### config.mk
export PLATFORM = sky130hd
export DESIGN_NAME = forward_ctrl_dual
export DESIGN_NICKNAME = d
export VERILOG_FILES = /design/src/rtl/forward_ctrl_dual.sv
export SDC_FILE = /design/constraint.sdc
export NUM_CORES = 1
export LEC_CHECK = 0
export CORE_MARGIN = 2
export CORE_UTILIZATION = 55
export DETAILED_ROUTE_END_ITERATION = 10
export DONT_BUFFER_PORTS = 1
export PLACE_DENSITY = 0.7
export SLEW_MARGIN = 10
export SYNTH_ARGS = -nofsm -noshare
export SYNTH_HDL_FRONTEND = slang
export SYNTH_SLANG_ARGS = --single-unit
export TNS_END_PERCENT = 100
### constraint.sdc
create_clock -name clk -period 5.8 [get_ports clk]
set_input_delay 1.16 -clock clk [delete_from_list [all_inputs] [get_ports clk]]
set_output_delay 1.16 -clock clk [all_outputs]
set_load 0.02 [all_outputs]
### src/rtl/forward_ctrl_dual.sv
// Dual-issue hazard unit: tracks per-lane destination tags through E/M/W, picks operand
// forwarding selects in D and registers them into E, stalls on load-use, flushes on mispredict.
module forward_ctrl_dual #(
    parameter int STALL_CYCLES = 1
) (
    input  logic       clk,
    input  logic       reset,
    input  logic       Valid_D,
    input  logic [4:0] Rs1A_D,
    input  logic [4:0] Rs2A_D,
    input  logic [4:0] Rs1B_D,
    input  logic [4:0] Rs2B_D,
    input  logic [4:0] RdA_D,
    input  logic [4:0] RdB_D,
    input  logic       RegWriteA_D,
    input  logic       RegWriteB_D,
    input  logic       LoadA_D,
    input  logic       LoadB_D,
    input  logic       Flush_E,
    output logic       StallF,
    output logic       StallD,
    output logic       FlushD,
    output logic       FlushE,
    output logic [1:0] ForwardA1_E,
    output logic [1:0] ForwardA2_E,
    output logic [1:0] ForwardB1_E,
    output logic [1:0] ForwardB2_E,
    output logic [3:0] ForwardLane_E,
    output logic       dbg_state
);

    typedef enum logic {RUN = 1'b0, HOLD = 1'b1} state_t;

    typedef struct packed {
        logic       valid;
        logic [4:0] rd;
        logic       regwrite;
        logic       load;
    } tag_t;

    tag_t e_a, e_b, m_a, m_b, w_a, w_b;
    tag_t d_a, d_b;
    state_t state, state_n;
    logic [1:0] cnt, cnt_n;
    logic started, flush, load_use, stall, advance;
    logic [2:0] sel_a1, sel_a2, sel_b1, sel_b2;
    logic unused_tags;

    function automatic logic hit(input tag_t t, input logic [4:0] rs);
        return t.valid && t.regwrite && (t.rd == rs) && (rs != 5'd0);
    endfunction

    // Returns {lane, select}; E-stage producers (value in M on entry) beat M-stage ones,
    // and lane B is the younger instruction within a stage.
    function automatic logic [2:0] pick(input logic [4:0] rs, input tag_t ea, input tag_t eb,
                                        input tag_t ma, input tag_t mb);
        logic [2:0] r;
        r = 3'b000;
        if (hit(eb, rs))      r = 3'b110;
        else if (hit(ea, rs)) r = 3'b010;
        else if (hit(mb, rs)) r = 3'b101;
        else if (hit(ma, rs)) r = 3'b001;
        return r;
    endfunction

    function automatic logic load_hit(input tag_t t, input logic [4:0] a1, input logic [4:0] a2,
                                      input logic [4:0] b1, input logic [4:0] b2);
        return t.load && (hit(t, a1) || hit(t, a2) || hit(t, b1) || hit(t, b2));
    endfunction

    assign d_a = '{valid: Valid_D, rd: RdA_D, regwrite: RegWriteA_D, load: LoadA_D};
    assign d_b = '{valid: Valid_D, rd: RdB_D, regwrite: RegWriteB_D, load: LoadB_D};

    assign sel_a1 = pick(Rs1A_D, e_a, e_b, m_a, m_b);
    assign sel_a2 = pick(Rs2A_D, e_a, e_b, m_a, m_b);
    assign sel_b1 = pick(Rs1B_D, e_a, e_b, m_a, m_b);
    assign sel_b2 = pick(Rs2B_D, e_a, e_b, m_a, m_b);

    // Nothing reacts until one full clock after reset release.
    assign flush    = started && Flush_E;
    assign load_use = started && Valid_D &&
                      (load_hit(e_a, Rs1A_D, Rs2A_D, Rs1B_D, Rs2B_D) ||
                       load_hit(e_b, Rs1A_D, Rs2A_D, Rs1B_D, Rs2B_D));

    always_comb begin
        state_n = state;
        cnt_n   = cnt;
        stall   = 1'b0;
        if (flush) begin
            state_n = RUN;
            cnt_n   = 2'd0;
        end else begin
            case (state)
                RUN: begin
                    if (load_use) begin
                        stall = 1'b1;
                        if (STALL_CYCLES > 1) begin
                            state_n = HOLD;
                            cnt_n   = 2'(STALL_CYCLES - 1);
                        end
                    end
                end
                HOLD: begin
                    stall = 1'b1;
                    cnt_n = cnt - 2'd1;
                    if (cnt <= 2'd1) state_n = RUN;
                end
                default: state_n = RUN;
            endcase
        end
    end

    assign advance   = !stall && !flush;
    assign StallF    = stall;
    assign StallD    = stall;
    assign FlushD    = flush;
    assign FlushE    = stall || flush;
    assign dbg_state = state;

    always_ff @(posedge clk or posedge reset) begin
        if (reset) begin
            started       <= 1'b0;
            state         <= RUN;
            cnt           <= 2'd0;
            e_a           <= '0;
            e_b           <= '0;
            m_a           <= '0;
            m_b           <= '0;
            w_a           <= '0;
            w_b           <= '0;
            ForwardA1_E   <= 2'b00;
            ForwardA2_E   <= 2'b00;
            ForwardB1_E   <= 2'b00;
            ForwardB2_E   <= 2'b00;
            ForwardLane_E <= 4'b0000;
        end else begin
            started <= 1'b1;
            state   <= state_n;
            cnt     <= cnt_n;
            e_a     <= advance ? d_a : '0;
            e_b     <= advance ? d_b : '0;
            m_a     <= e_a;
            m_b     <= e_b;
            w_a     <= m_a;
            w_b     <= m_b;
            if (advance && Valid_D) begin
                ForwardA1_E   <= sel_a1[1:0];
                ForwardA2_E   <= sel_a2[1:0];
                ForwardB1_E   <= sel_b1[1:0];
                ForwardB2_E   <= sel_b2[1:0];
                ForwardLane_E <= {sel_b2[2], sel_b1[2], sel_a2[2], sel_a1[2]};
            end else begin
                ForwardA1_E   <= 2'b00;
                ForwardA2_E   <= 2'b00;
                ForwardB1_E   <= 2'b00;
                ForwardB2_E   <= 2'b00;
                ForwardLane_E <= 4'b0000;
            end
        end
    end

    // W tags only complete the pipeline picture; no decision reads them.
    assign unused_tags = ^{w_a, w_b, m_a.load, m_b.load};

endmodule

* Yosys cells after proc, flatten, opt, wreduce, memory -nomap -nowiden *
Index checks and enable logic that the tools add are counted.

storage, ports and cells
  bits in registers = 46
  logic and storage cells = 130

operators by class
  $add $sub $neg = 1
  $lt $le $gt $ge = 1
  equal/unequal tests = 16
  muxes and demuxes = 31
  bitwise operators = 1
  reduce and logical (&&, ||, !) cells = 58

operator list
  kind                   number
  $eq A5 B5 Y1           16
  $logic_and A1 B1 Y1    43
  $mux W3                12
  $reduce_bool A5 Y1     4
  $mux W8                2
  $mux W2                6
  $mux W1                9
  $logic_or A1 B1 Y1     8
  $mux W4                1
  $le A2 B1 Y1 const B   1
  $logic_not A1 Y1       2
  $pmux W1 S2            1
  $reduce_bool A2 Y1     1
  $sub A2 B1 Y2 const B  1
  $not A1 Y1             1

* Depth between registers and ports, before layout *
Gate-level depths: netlist of run 1.

  depth after elaboration = 16
  gate-level depth with buffers = 9
  depth with buffers taken out = 6

* Least setup slack after synthesis of run 1 *
Ideal clock, no wire load.

  path kind = in2out
  start point = input Rs2B_D[0]
  end point = output StallF
  data arrival time = 3.220 ns
  required time = 4.640 ns
  setup slack = 1.420 ns
  stages on the path = 9
  buffers on the path = 3
  path through = clkbuf_1 -> xnor2_1 -> nand4_1 -> or4_1 -> a41o_1 -> o21a_4 -> buf_6 -> a21oi_1 -> buf_4

between the ends
  cells in the longest elaborated chain, start to end = 10

ends and longest elaborated chain
  element                            line  RTL
  start, declared                    12    input logic [4:0] Rs2B_D,
  $eq A5 B5 Y1                       50    return t.valid && t.regwrite && (t.rd == rs) && (rs != 5'd0);
  $logic_and A1 B1 Y1 (2 in series)  50
  $logic_or A1 B1 Y1                 68    return t.load && (hit(t, a1) || hit(t, a2) || hit(t, b1) || hit(t, b2));
  $logic_and A1 B1 Y1                68
  $logic_or A1 B1 Y1 *               82    (load_hit(e_a, Rs1A_D, Rs2A_D, Rs1B_D, Rs2B_D) ||
  $logic_and A1 B1 Y1 *              81    assign load_use = started && Valid_D &&
  $mux W1 *                          95    if (load_use) begin
  $pmux W1 S2 *                      93    case (state)
  $mux W1 *                          89    if (flush) begin
  end, declared                      20    output logic StallF,

Mark *: on every way between the ends. The rest lies on a longest branch, timed or not.

* Worst setup path after layout of run 1 *
  start point = input Rs2B_D[2]
  end point = output StallD

between the ends
  cells in the longest elaborated chain, start to end = 10

ends and longest elaborated chain
  element                            line  RTL
  $eq A5 B5 Y1                       50
  $logic_and A1 B1 Y1 (2 in series)  50
  $logic_or A1 B1 Y1                 68
  $logic_and A1 B1 Y1                68
  $logic_or A1 B1 Y1 *               82
  $logic_and A1 B1 Y1 *              81
  $mux W1 *                          95
  $pmux W1 S2 *                      93
  $mux W1 *                          89
  end, declared                      21    output logic StallD,

Marked as above.

==> results.md, run 1 <==
- Static Leak: 1.02 nW
- Fin crit period: 4.22 ns
- DR iter-0 viols: 66
- RR Startpoint: e_b[3]
- Post-synthesis sequential area ratio: between 40 and 50%
- CTS Buf Count: 5
- Final instance area: roughly 0.0027 mm^2
- H-tree depth: 2
- Gr usage total: between 20 and 25%
- Drt via density: approximately 5.6
- Post-CTS Hold Fix Bufs: 0
- Post-synthesis async set-or-reset flop share: 100%
- Peak supply drop: roughly 0.15 mV
- Crit. Startpoint: Rs2B_D[2]
- Total global routing overflow: 0
- Setup crit end: StallD
- Clock latency on the worst-skew pair: slightly below 0.3 ns
- Slew Viols, Final: 0
- Number of synthesized flops with an enable pin: 0
- CP Max Fanout: 16
- CP max stage delay: between 0.6 and 0.7 ns
- Hpwl dp: around 4200 um
- Layout cell share with drive strength beyond 1: about an eighth
- Setup TNS: 0 ns
- IO Count: 55
- Drt drc: 0
- Slew @ Worst Pin: around 0.82 ns
- Root Buffer: clkbuf_8
- Top-count cell post-synth: xnor2_1
- Commonest cells in the netlist: xnor2_1 (64), dfrtp_1 (44), clkbuf_1 (16)
- Max_slew headroom: a little under half
- Cell accounting for the most synthesized area: dfrtp_1
- Number of max-cap violations: 0
- Gpl congestion: about 0.9
- Synth Flop Type: dfrtp_1
- Die width: between 70 and 80 um
- TritonCTS Sinks: 44
- # port buffers: 0
- Vias in the first global route: approximately 1700
- Seq cells post-synth: 44
- Post-Syn Instances: approximately 270
- Synth top area cells: dfrtp_1 (40%), xnor2_1 (21%), xor2_1 (4.8%)
- DRT Pass-1 Iters: 4
- CP Launch Type: input pin
- Antenna Violating Nets Remaining: 0
- Power per cell area: between 200 and 250 mW/mm^2
- CP max-delay cell: a21oi_1
- # diodes: 0
- Unique masters post-synth: 35
- Fmax: 237 MHz
- CTS tree: yes
- Placed cell area: 0.00262 mm^2
- Status: complete, no violations
- Skew final: approximately 0.0078 ns
- Critical-path cell list: xnor2_1 -> nand4_1 -> or4_1 -> a41o_1 -> o21a_4 -> a21oi_1
- Critical path class: input pin to output port
- Wire length per cell: 17.0 um
- Post-CTS Setup Inserts: 0
- Total Wirelength: 5200 um
- CP Capture Type: output port
- CP Depth: 6
- Reg-to-reg endpoint: ForwardA2_E[1]
- Synth Net Count: about 310
- Total vias in the final route: ~1700
- Synthesized area per cell: about 10 um^2
- R2R cell count: 6
- Top cell type's share of synthesized area: between 40% and 50%
- Die area: about 0.0055 mm^2
- Final hold vios: 0
- RSZ-0062 raised after global routing: no
- Required time worst endpoint: between 4 and 5 ns
- Reg2Reg Setup Slack: 3.38 ns
- Clock slew at the register clock pins of the worst setup and hold paths: 0.08 ns
- Syn Std Cell Area: 0.00272 mm^2
- Worst path bufs/invs: 0
- CP arrival: ~3.1 ns
- Clock Tree Buf Depth: 2
- FP Rows: 25
- Fin crit share: 72.8%
- Die Height: 74.4 um
- Cells resized by post-CTS repair: 0
- Final hold slack: between 0.3 and 0.4 ns
- Yosys warns: 0
- Initial core utilization: about 57%
- Final setup violation count: 0
- Core Region: 0.00475 mm^2
- First-pass GRT wire length: between 8000 and 9000 um
- Nets: roughly 280
- CP delay by family, top: compound AO/OA/AOI/OAI gates
- HP Class: flip-flop to flip-flop
- Largest net degree at the start of global routing: 45
- Fillers: 425
- Initial antenna violation count: 0
- Area Overhead vs Synth: -0.505%
## layer usage
metal	vias to the layer above	part of all wire (%)	track usage, %
li1	826	-	-
met4	0	2.7	11.1
met2	61	47	34.0
met5	-	0	0
met1	802	44	28.0
met3	10	6.2	4.47
## how the worst min path moves through the flow
stage	to	slack, ns	depth (start not counted)	start
3_3_place_gp	m_a[1]	0.36	0	e_a[1]
6_report	m_b[1]	0.39	0	e_b[1]
4_1_cts	m_b[1]	0.39	0	e_b[1]
5_1_grt	m_b[1]	0.39	0	e_b[1]
3_5_place_dp	m_b[1]	0.36	0	e_b[1]
2_1_floorplan	m_a[2]	0.35	0	e_a[2]
## sequential cells by signal, summed over array words and instances (netlist names)
name and flops:
ForwardLane_E 4, cnt 2, ForwardA1_E 2, e_b 7
e_a 8, m_b 6, started 1, dbg_state 1
ForwardA2_E 2, ForwardB2_E 2, m_a 7, ForwardB1_E 2
## report_power, final
group,switching (mW),internal [mW]
Combinational,0.0377,0.0478
Sequential,0.0233,0.320
Clock,0.0965,0.0966
Total,0.158,0.465
## cell usage in the layout (no fill, tap or decap), types with 2 or more instances in the layout
master / n
nor3_1: 3
inv_1: 5
nand3_1: 2
nand2_1: 7
xor2_1: 15
nor2_1: 4
nor3_2: 9
and3_1: 14
a21oi_1: 5
nor2_4: 2
nor4_1: 11
or4_4: 2
nor2b_1: 3
nor4_2: 2
nand4_1: 15
o21ai_0: 4
nor2_2: 2
xnor2_1: 64
dfrtp_1: 44
clkbuf_8: 6
or4_1: 6
## worst reg2reg max path, cell delays in order, from the launching register on
cell and delay, ns:
dfrtp_1 0.48, inv_1 0.10, a221o_1 0.37, nor4_2 0.49
nor4_4 0.11, o21ai_2 0.60, nor3_1 0.14
## logic make-up after synthesis
| logic type | synth area share (%) |
|---|---|
| AOI/OAI and AO/OA | 3.58 |
| xor gates and xnor gates | 25.4 |
| adders and majority gates | 0.459 |
| buffers and inverters | 7.99 |
| DFF | 40.4 |
| muxes | 0.367 |
| other | 0.138 |
| and+or+nand+nor | 21.6 |
## through the flow
step | util [%] | std cells | total power, mW | worst slack (ns)
floorplan | - | 267 | 0.437 | 1.42
global placement | 55.0 | 298 | 0.434 | 1.57
detailed placement | 55.0 | 298 | 0.436 | 1.57
CTS | 57.0 | 306 | 0.631 | 1.57
global route | 57.0 | 306 | 0.660 | 1.40
finish | 57.0 | 306 | 0.622 | 1.58
## layout make-up
cell class              count  area [um^2]  area share, %
clock buffers               7         86.3           3.19
clock inverters             1         7.51          0.277
inverters                   5         18.8          0.693
multi-input cells         181         1410           51.8
flip-flops and latches     44         1100           40.6
well taps                  67         83.8           3.09
repair buffers              1         7.51          0.277
Power figures use the tool's default switching activity.
==> inputs of run 2 (changes only) <==
==> constraint.sdc (replaced) <==
create_clock -name clk -period 3.96 [get_ports clk]
set_input_delay 0.792 -clock clk [delete_from_list [all_inputs] [get_ports clk]]
set_output_delay 0.792 -clock clk [all_outputs]
set_load 0.02 [all_outputs]
==> results.md, run 2 (synthesis results as in run 1) <==
- Worst Setup Slack, final: 0.683 ns (-0.892 ns)
- Fin util: 57.6% (+0.61 points)
- Gpl congestion: 0.841 (-5.1%)
- CP Capture Type: output port
- Area Overhead vs Synth: 0.551%
- Total Wirelength: 5260 um (+1.3%)
- Total vias in the final route: 1701 (+0.12%)
- # port buffers: 0 (unchanged)
- Final setup violation count: 0 (unchanged)
- CP delay by family, top: compound AO/OA/AOI/OAI gates
- Clock latency on the worst-skew pair: 0.29 ns (about the same)
- Fmax: approximately 300 MHz
- Setup TNS: 0 ns (unchanged)
- CP max stage delay: 0.51 ns (-0.17 ns)
- CP arrival: 2.48 ns (-0.58 ns)
- Critical path class: flip-flop to output port
- Drt via density: 5.52 (-0.53%)
- # diodes: 0 (unchanged)
- Nets: 279 (+0.72%)
- Largest net degree at the start of global routing: 32 (-29%)
- Required time worst endpoint: 3.17 ns (-1.47 ns)
- Die area: 0.00553 mm^2 (unchanged)
- Final cell count without fillers: 308 (+0.65%)
- CTS tree: yes
- Die Height: 74.4 um (unchanged)
- Met2 wire length: 2520 um (+3.0%)
- Fin crit share: just over 80%
- Placed cells: 300 (+0.67%)
- Max_slew headroom: 27.2% (-18 points)
- WL met1: 2340 um (+2.3%)
- DRT Pass-1 Iters: 4 (unchanged)
- Total global routing overflow: 0 (unchanged)
- Post-CTS Hold Fix Bufs: 0 (unchanged)
- Max FFs per register: 8 (unchanged)
- Final hold vios: 0 (unchanged)
- Skew final: 0.00584 ns (-0.00194 ns)
- Number of max-cap violations: 0 (unchanged)
- Fillers: 429 (+0.94%)
- Multi-input logic area: 0.00141 mm^2 (unchanged)
- Antenna Violating Nets Remaining: 0 (unchanged)
- Layout cell share with drive strength beyond 1: 12.9% (+0.73 points)
- Die width: 74.4 um (unchanged)
- Wire length per cell: 17.1 um (+0.61%)
- Vias in the first global route: 1724 (+2.0%)
- Post-CTS Setup Inserts: 0 (unchanged)
- Top Registers: e_a: 8 flops, e_b: 7 flops, m_a: 7 flops
- Top routing layer used: met4
- Most common cell after layout, fill and taps aside: xnor2_1
- FP Rows: 25 (unchanged)
- DR iter-0 viols: 71 (+7.6%)
- Slew @ Worst Pin: 1.09 ns (+0.266 ns)
- Placed cell area: 0.00263 mm^2 (+0.57%)
- Root Buffer: clkbuf_8
- Fin crit period: approximately 3.3 ns
- FF+latch area: 0.00110 mm^2 (unchanged)
- Clock slew at the register clock pins of the worst setup and hold paths: 0.08 ns (about the same)
- Power per cell area: 351 mW/mm^2 (+53%)
- Core Region: 0.00475 mm^2 (unchanged)
- CP Max Fanout: 16 (unchanged)
- H-tree depth: 2 (unchanged)
- Peak supply drop: 0.243 mV (+63%)
- CP Launch Type: flip-flop
- Cells resized by post-CTS repair: 0 (unchanged)
- RSZ-0062 raised after global routing: no
- Commonest non-fill, non-tap cells in the layout: xnor2_1 (64), dfrtp_1 (44), xor2_1 (15), nand4_1 (15), and3_1 (14)
- Final hold slack: 0.386 ns (-0.00355 ns)
- First-pass GRT wire length: 8920 um (+2.5%)
- HP Class: flip-flop to flip-flop
- Pwr Total: 0.960 mW (+54%)
- Clock Tree Buf Depth: 2 (unchanged)
- Initial core utilization: 57.3% (unchanged)
- Status: complete, no violations
- Static Leak: 1.04 nW (+2.0%)
- Worst path bufs/invs: 2 (+2)
- CTS Buf Count: 5 (unchanged)
- WL met3: 312 um (-3.7%)
- Slew Viols, Final: 0 (unchanged)
- Final instance area: 0.00274 mm^2 (+1.1%)
- Drt drc: 0 (unchanged)
- Hpwl dp: 4250 um (+0.85%)
- Largest register by flop count: e_a
- Setup WS pre-CTS: 0.763 ns (-0.806 ns)
- Gr usage total: 22.1% (+0.55 points)
- Critical-path cell list: inv_1 -> a221o_1 -> nor4_2 -> nor4_4 -> o21a_4 -> a21oi_1 -> buf_4
- TritonCTS Sinks: 44 (unchanged)
- CP max-delay cell: nor4_2
- Initial antenna violation count: 0 (unchanged)
- IO Count: 55 (unchanged)
==> run 2: worst paths after layout <==
path                         from        endpoint  slack [ns]  depth (start not counted)
max                        e_b[3]          StallD        0.68                          7
min                        e_b[1]          m_b[1]        0.39                          0
max reg2reg                e_b[3]  ForwardA1_E[1]        1.49                          6
min reg2reg                e_b[1]          m_b[1]        0.39                          0
max in group asynchronous   reset          m_b[4]        2.50                          2
min in group asynchronous   reset          cnt[0]        0.66                          1
==> run 2: layout make-up <==
type	count	share of cell area, %
inverter	5	0.685
tap	67	3.06
timing repair buffer	3	0.822
clock inverter	2	1.28
sequential	44	40.2
clock buffer	6	2.65
multi-input combinational	181	51.3
==> run 2: power breakdown <==
part	internal [mW]	leakage (nW)	switching (mW)
registers	0.469	0.565	0.0345
clock network	0.187	0.0552	0.144
logic	0.0707	0.421	0.0554
==> run 2: layer usage <==
metal  vias to the layer above  GRT usage, %
li1                        830             -
met1                       807          29.6
met2                        56          35.4
met3                         8          5.56
met4                         0          7.14
met5                         -             0
==> inputs of run 3 (changes only) <==
==> constraint.sdc (replaced) <==
create_clock -name clk -period 3.4 [get_ports clk]
set_input_delay 0.68 -clock clk [delete_from_list [all_inputs] [get_ports clk]]
set_output_delay 0.68 -clock clk [all_outputs]
set_load 0.02 [all_outputs]
==> results.md, run 3 (synthesis results as in run 1) <==
- Max_slew headroom: 49.9% (+23 points)
- Fin crit period: approximately 3.2 ns
- Slew @ Worst Pin: 0.744 ns (-0.347 ns)
- Largest net degree at the start of global routing: 33 (+3.1%)
- Commonest non-fill, non-tap cells in the layout: xnor2_1 (64), dfrtp_1 (44), xor2_1 (15), nand4_1 (15), and3_1 (14)
- Post-CTS Setup Inserts: 0 (unchanged)
- CTS tree: yes
- Gpl congestion: 0.881 (+4.8%)
- Final setup violation count: 0 (unchanged)
- Final cell count without fillers: 308 (unchanged)
- Layout cell share with drive strength beyond 1: 14.1% (+1.2 points)
- Worst path bufs/invs: 1 (-1)
- Setup TNS: 0 ns (unchanged)
- M3 GR Usage: 5.15% (-0.41 points)
- TritonCTS Sinks: 44 (unchanged)
- Total global routing overflow: 0 (unchanged)
- CP Capture Type: output port
- Total Wirelength: 5290 um (+0.42%)
- Fin crit share: between 90% and 100%
- Root Buffer: clkbuf_8
- Most common cell after layout, fill and taps aside: xnor2_1
- DR iter-0 viols: 93 (+31%)
- CP delay by family, top: compound AO/OA/AOI/OAI gates
- Area Overhead vs Synth: 1.10%
- Die area: 0.00553 mm^2 (unchanged)
- First-pass GRT wire length: 8610 um (-3.5%)
- Placed cells: 300 (unchanged)
- HP Class: input pin to asynchronous set/reset pin
- Final hold vios: 0 (unchanged)
- Top Registers: e_a: 8 flops, e_b: 7 flops, m_a: 7 flops
- # diodes: 0 (unchanged)
- Required time worst endpoint: 2.72 ns (-0.45 ns)
- Slew Viols, Final: 0 (unchanged)
- Routing usage on met2: 32.9% (-2.5 points)
- Skew final: 0.0130 ns (+0.00714 ns)
- CP max-delay cell: nor4_2
- Critical path class: flip-flop to output port
- CP Launch Type: flip-flop
- Fmax: ~320 MHz
- GRT met1 Usage: 29.0% (-0.59 points)
- CP max stage delay: 0.51 ns (about the same)
- Antenna Violating Nets Remaining: 0 (unchanged)
- Wire length per cell: 17.2 um (+0.42%)
- Die Height: 74.4 um (unchanged)
- Initial core utilization: 57.3% (unchanged)
- Fillers: 433 (+0.93%)
- Critical-path cell list: inv_1 -> a221o_1 -> nor4_2 -> nor4_4 -> o21a_4 -> a21oi_4
- Max FFs per register: 8 (unchanged)
- CTS Buf Count: 5 (unchanged)
- Hpwl dp: 4260 um (+0.23%)
- Largest register by flop count: e_a
- Drt drc: 0 (unchanged)
- Peak supply drop: 0.291 mV (+20%)
- Nets: 279 (unchanged)
- CP Max Fanout: 16 (unchanged)
- Status: complete, no violations
- Vias in the first global route: 1736 (+0.70%)
- Final hold slack: 0.332 ns (-0.0542 ns)
- H-tree depth: 2 (unchanged)
- Reg2Reg Setup Slack: 0.95 ns (-0.54 ns)
- RR Startpoint: e_b[3]
- Number of max-cap violations: 0 (unchanged)
- RSZ-0062 raised after global routing: no
- Gr usage total: 21.3% (-0.77 points)
- R2R cell count: 6 (unchanged)
- Total vias in the final route: 1715 (+0.82%)
- CP arrival: 2.49 ns (about the same)
- Drt via density: 5.57 (+0.82%)
- DRT Pass-1 Iters: 4 (unchanged)
- Initial antenna violation count: 0 (unchanged)
- FP Rows: 25 (unchanged)
- Clock slew at the register clock pins of the worst setup and hold paths: 0.09 ns (about the same)
- Most used routing layer: met2
- # port buffers: 0 (unchanged)
- IO Count: 55 (unchanged)
- Reg-to-reg endpoint: ForwardA1_E[1]
- Clock Tree Buf Depth: 2 (unchanged)
- Core Region: 0.00475 mm^2 (unchanged)
- Clock latency on the worst-skew pair: 0.30 ns (about the same)
- Static Leak: 1.04 nW (-0.20%)
- Power per cell area: 407 mW/mm^2 (+16%)
- Die width: 74.4 um (unchanged)
==> run 3: cell count changes in the layout (fill, tap and decap cells not counted), sizes merged <==
cell      before  now
clkinvlp       0    1
clkbuf         6    5
==> run 3: metrics by stage <==
step                      area (um^2)  utilization, %  setup WS, ns  total power [mW]
after floorplan                  2730               -         0.146             0.746
after global placement           2640            55.4         0.390             0.742
after detailed placement         2640            55.4         0.383             0.745
after CTS                        2750            57.8         0.128              1.13
after global routing             2750            57.9         0.120              1.17
final                            2750            57.9         0.234              1.12
==> run 3: worst register-to-register path, cell delays in order (launching register included) <==
cell	delay [ns]
dfrtp_1	0.49
inv_1	0.11
a221o_1	0.36
nor4_2	0.51
nor4_4	0.11
o21ai_2	0.59
nor3_1	0.14
==> run 3: how the worst max path moves through the flow <==
stage               from  cells after the start  slack (ns)     end
3_5_place_dp   Rs1A_D[2]                      5        0.38  StallD
4_1_cts           e_b[3]                      6        0.13  StallD
6_report          e_b[3]                      6        0.23  StallD
2_1_floorplan  Rs2B_D[0]                      9        0.15  StallF
5_1_grt           e_b[3]                      6        0.12  StallD
3_3_place_gp   Rs1A_D[2]                      5        0.39  StallF
==> run 3: cell type report <==
type	count	area (um^2)	area share (%)
clock buffers	5	68.8	2.50
repair buffers	3	22.5	0.818
inverters	5	18.8	0.682
clock inverters	3	42.5	1.54
flip-flops and latches	44	1100	40.0
multi-input cells	181	1420	51.4
well taps	67	83.8	3.04
==> run 3: where the power goes <==
| group | switching, mW | leakage [nW] | internal, mW |
|---|---|---|---|
| Clock | 0.169 | 0.0541 | 0.217 |
| Combinational | 0.0646 | 0.419 | 0.0831 |
| Sequential | 0.0408 | 0.565 | 0.546 |
| Total | 0.274 | 1.04 | 0.846 |
==> run 3: routing by layer <==
metal / routed length [um] / part of all wire [%]
met1: 2320 / 44
met2: 2450 / 46
met3: 418 / 7.9
met4: 102 / 1.9
met5: 0 / 0
==> run 3: timing repair <==
item,CTS,global route
gates resized for setup,0,1
hold buffers,0,0
endpoints found under the setup margin,0,2
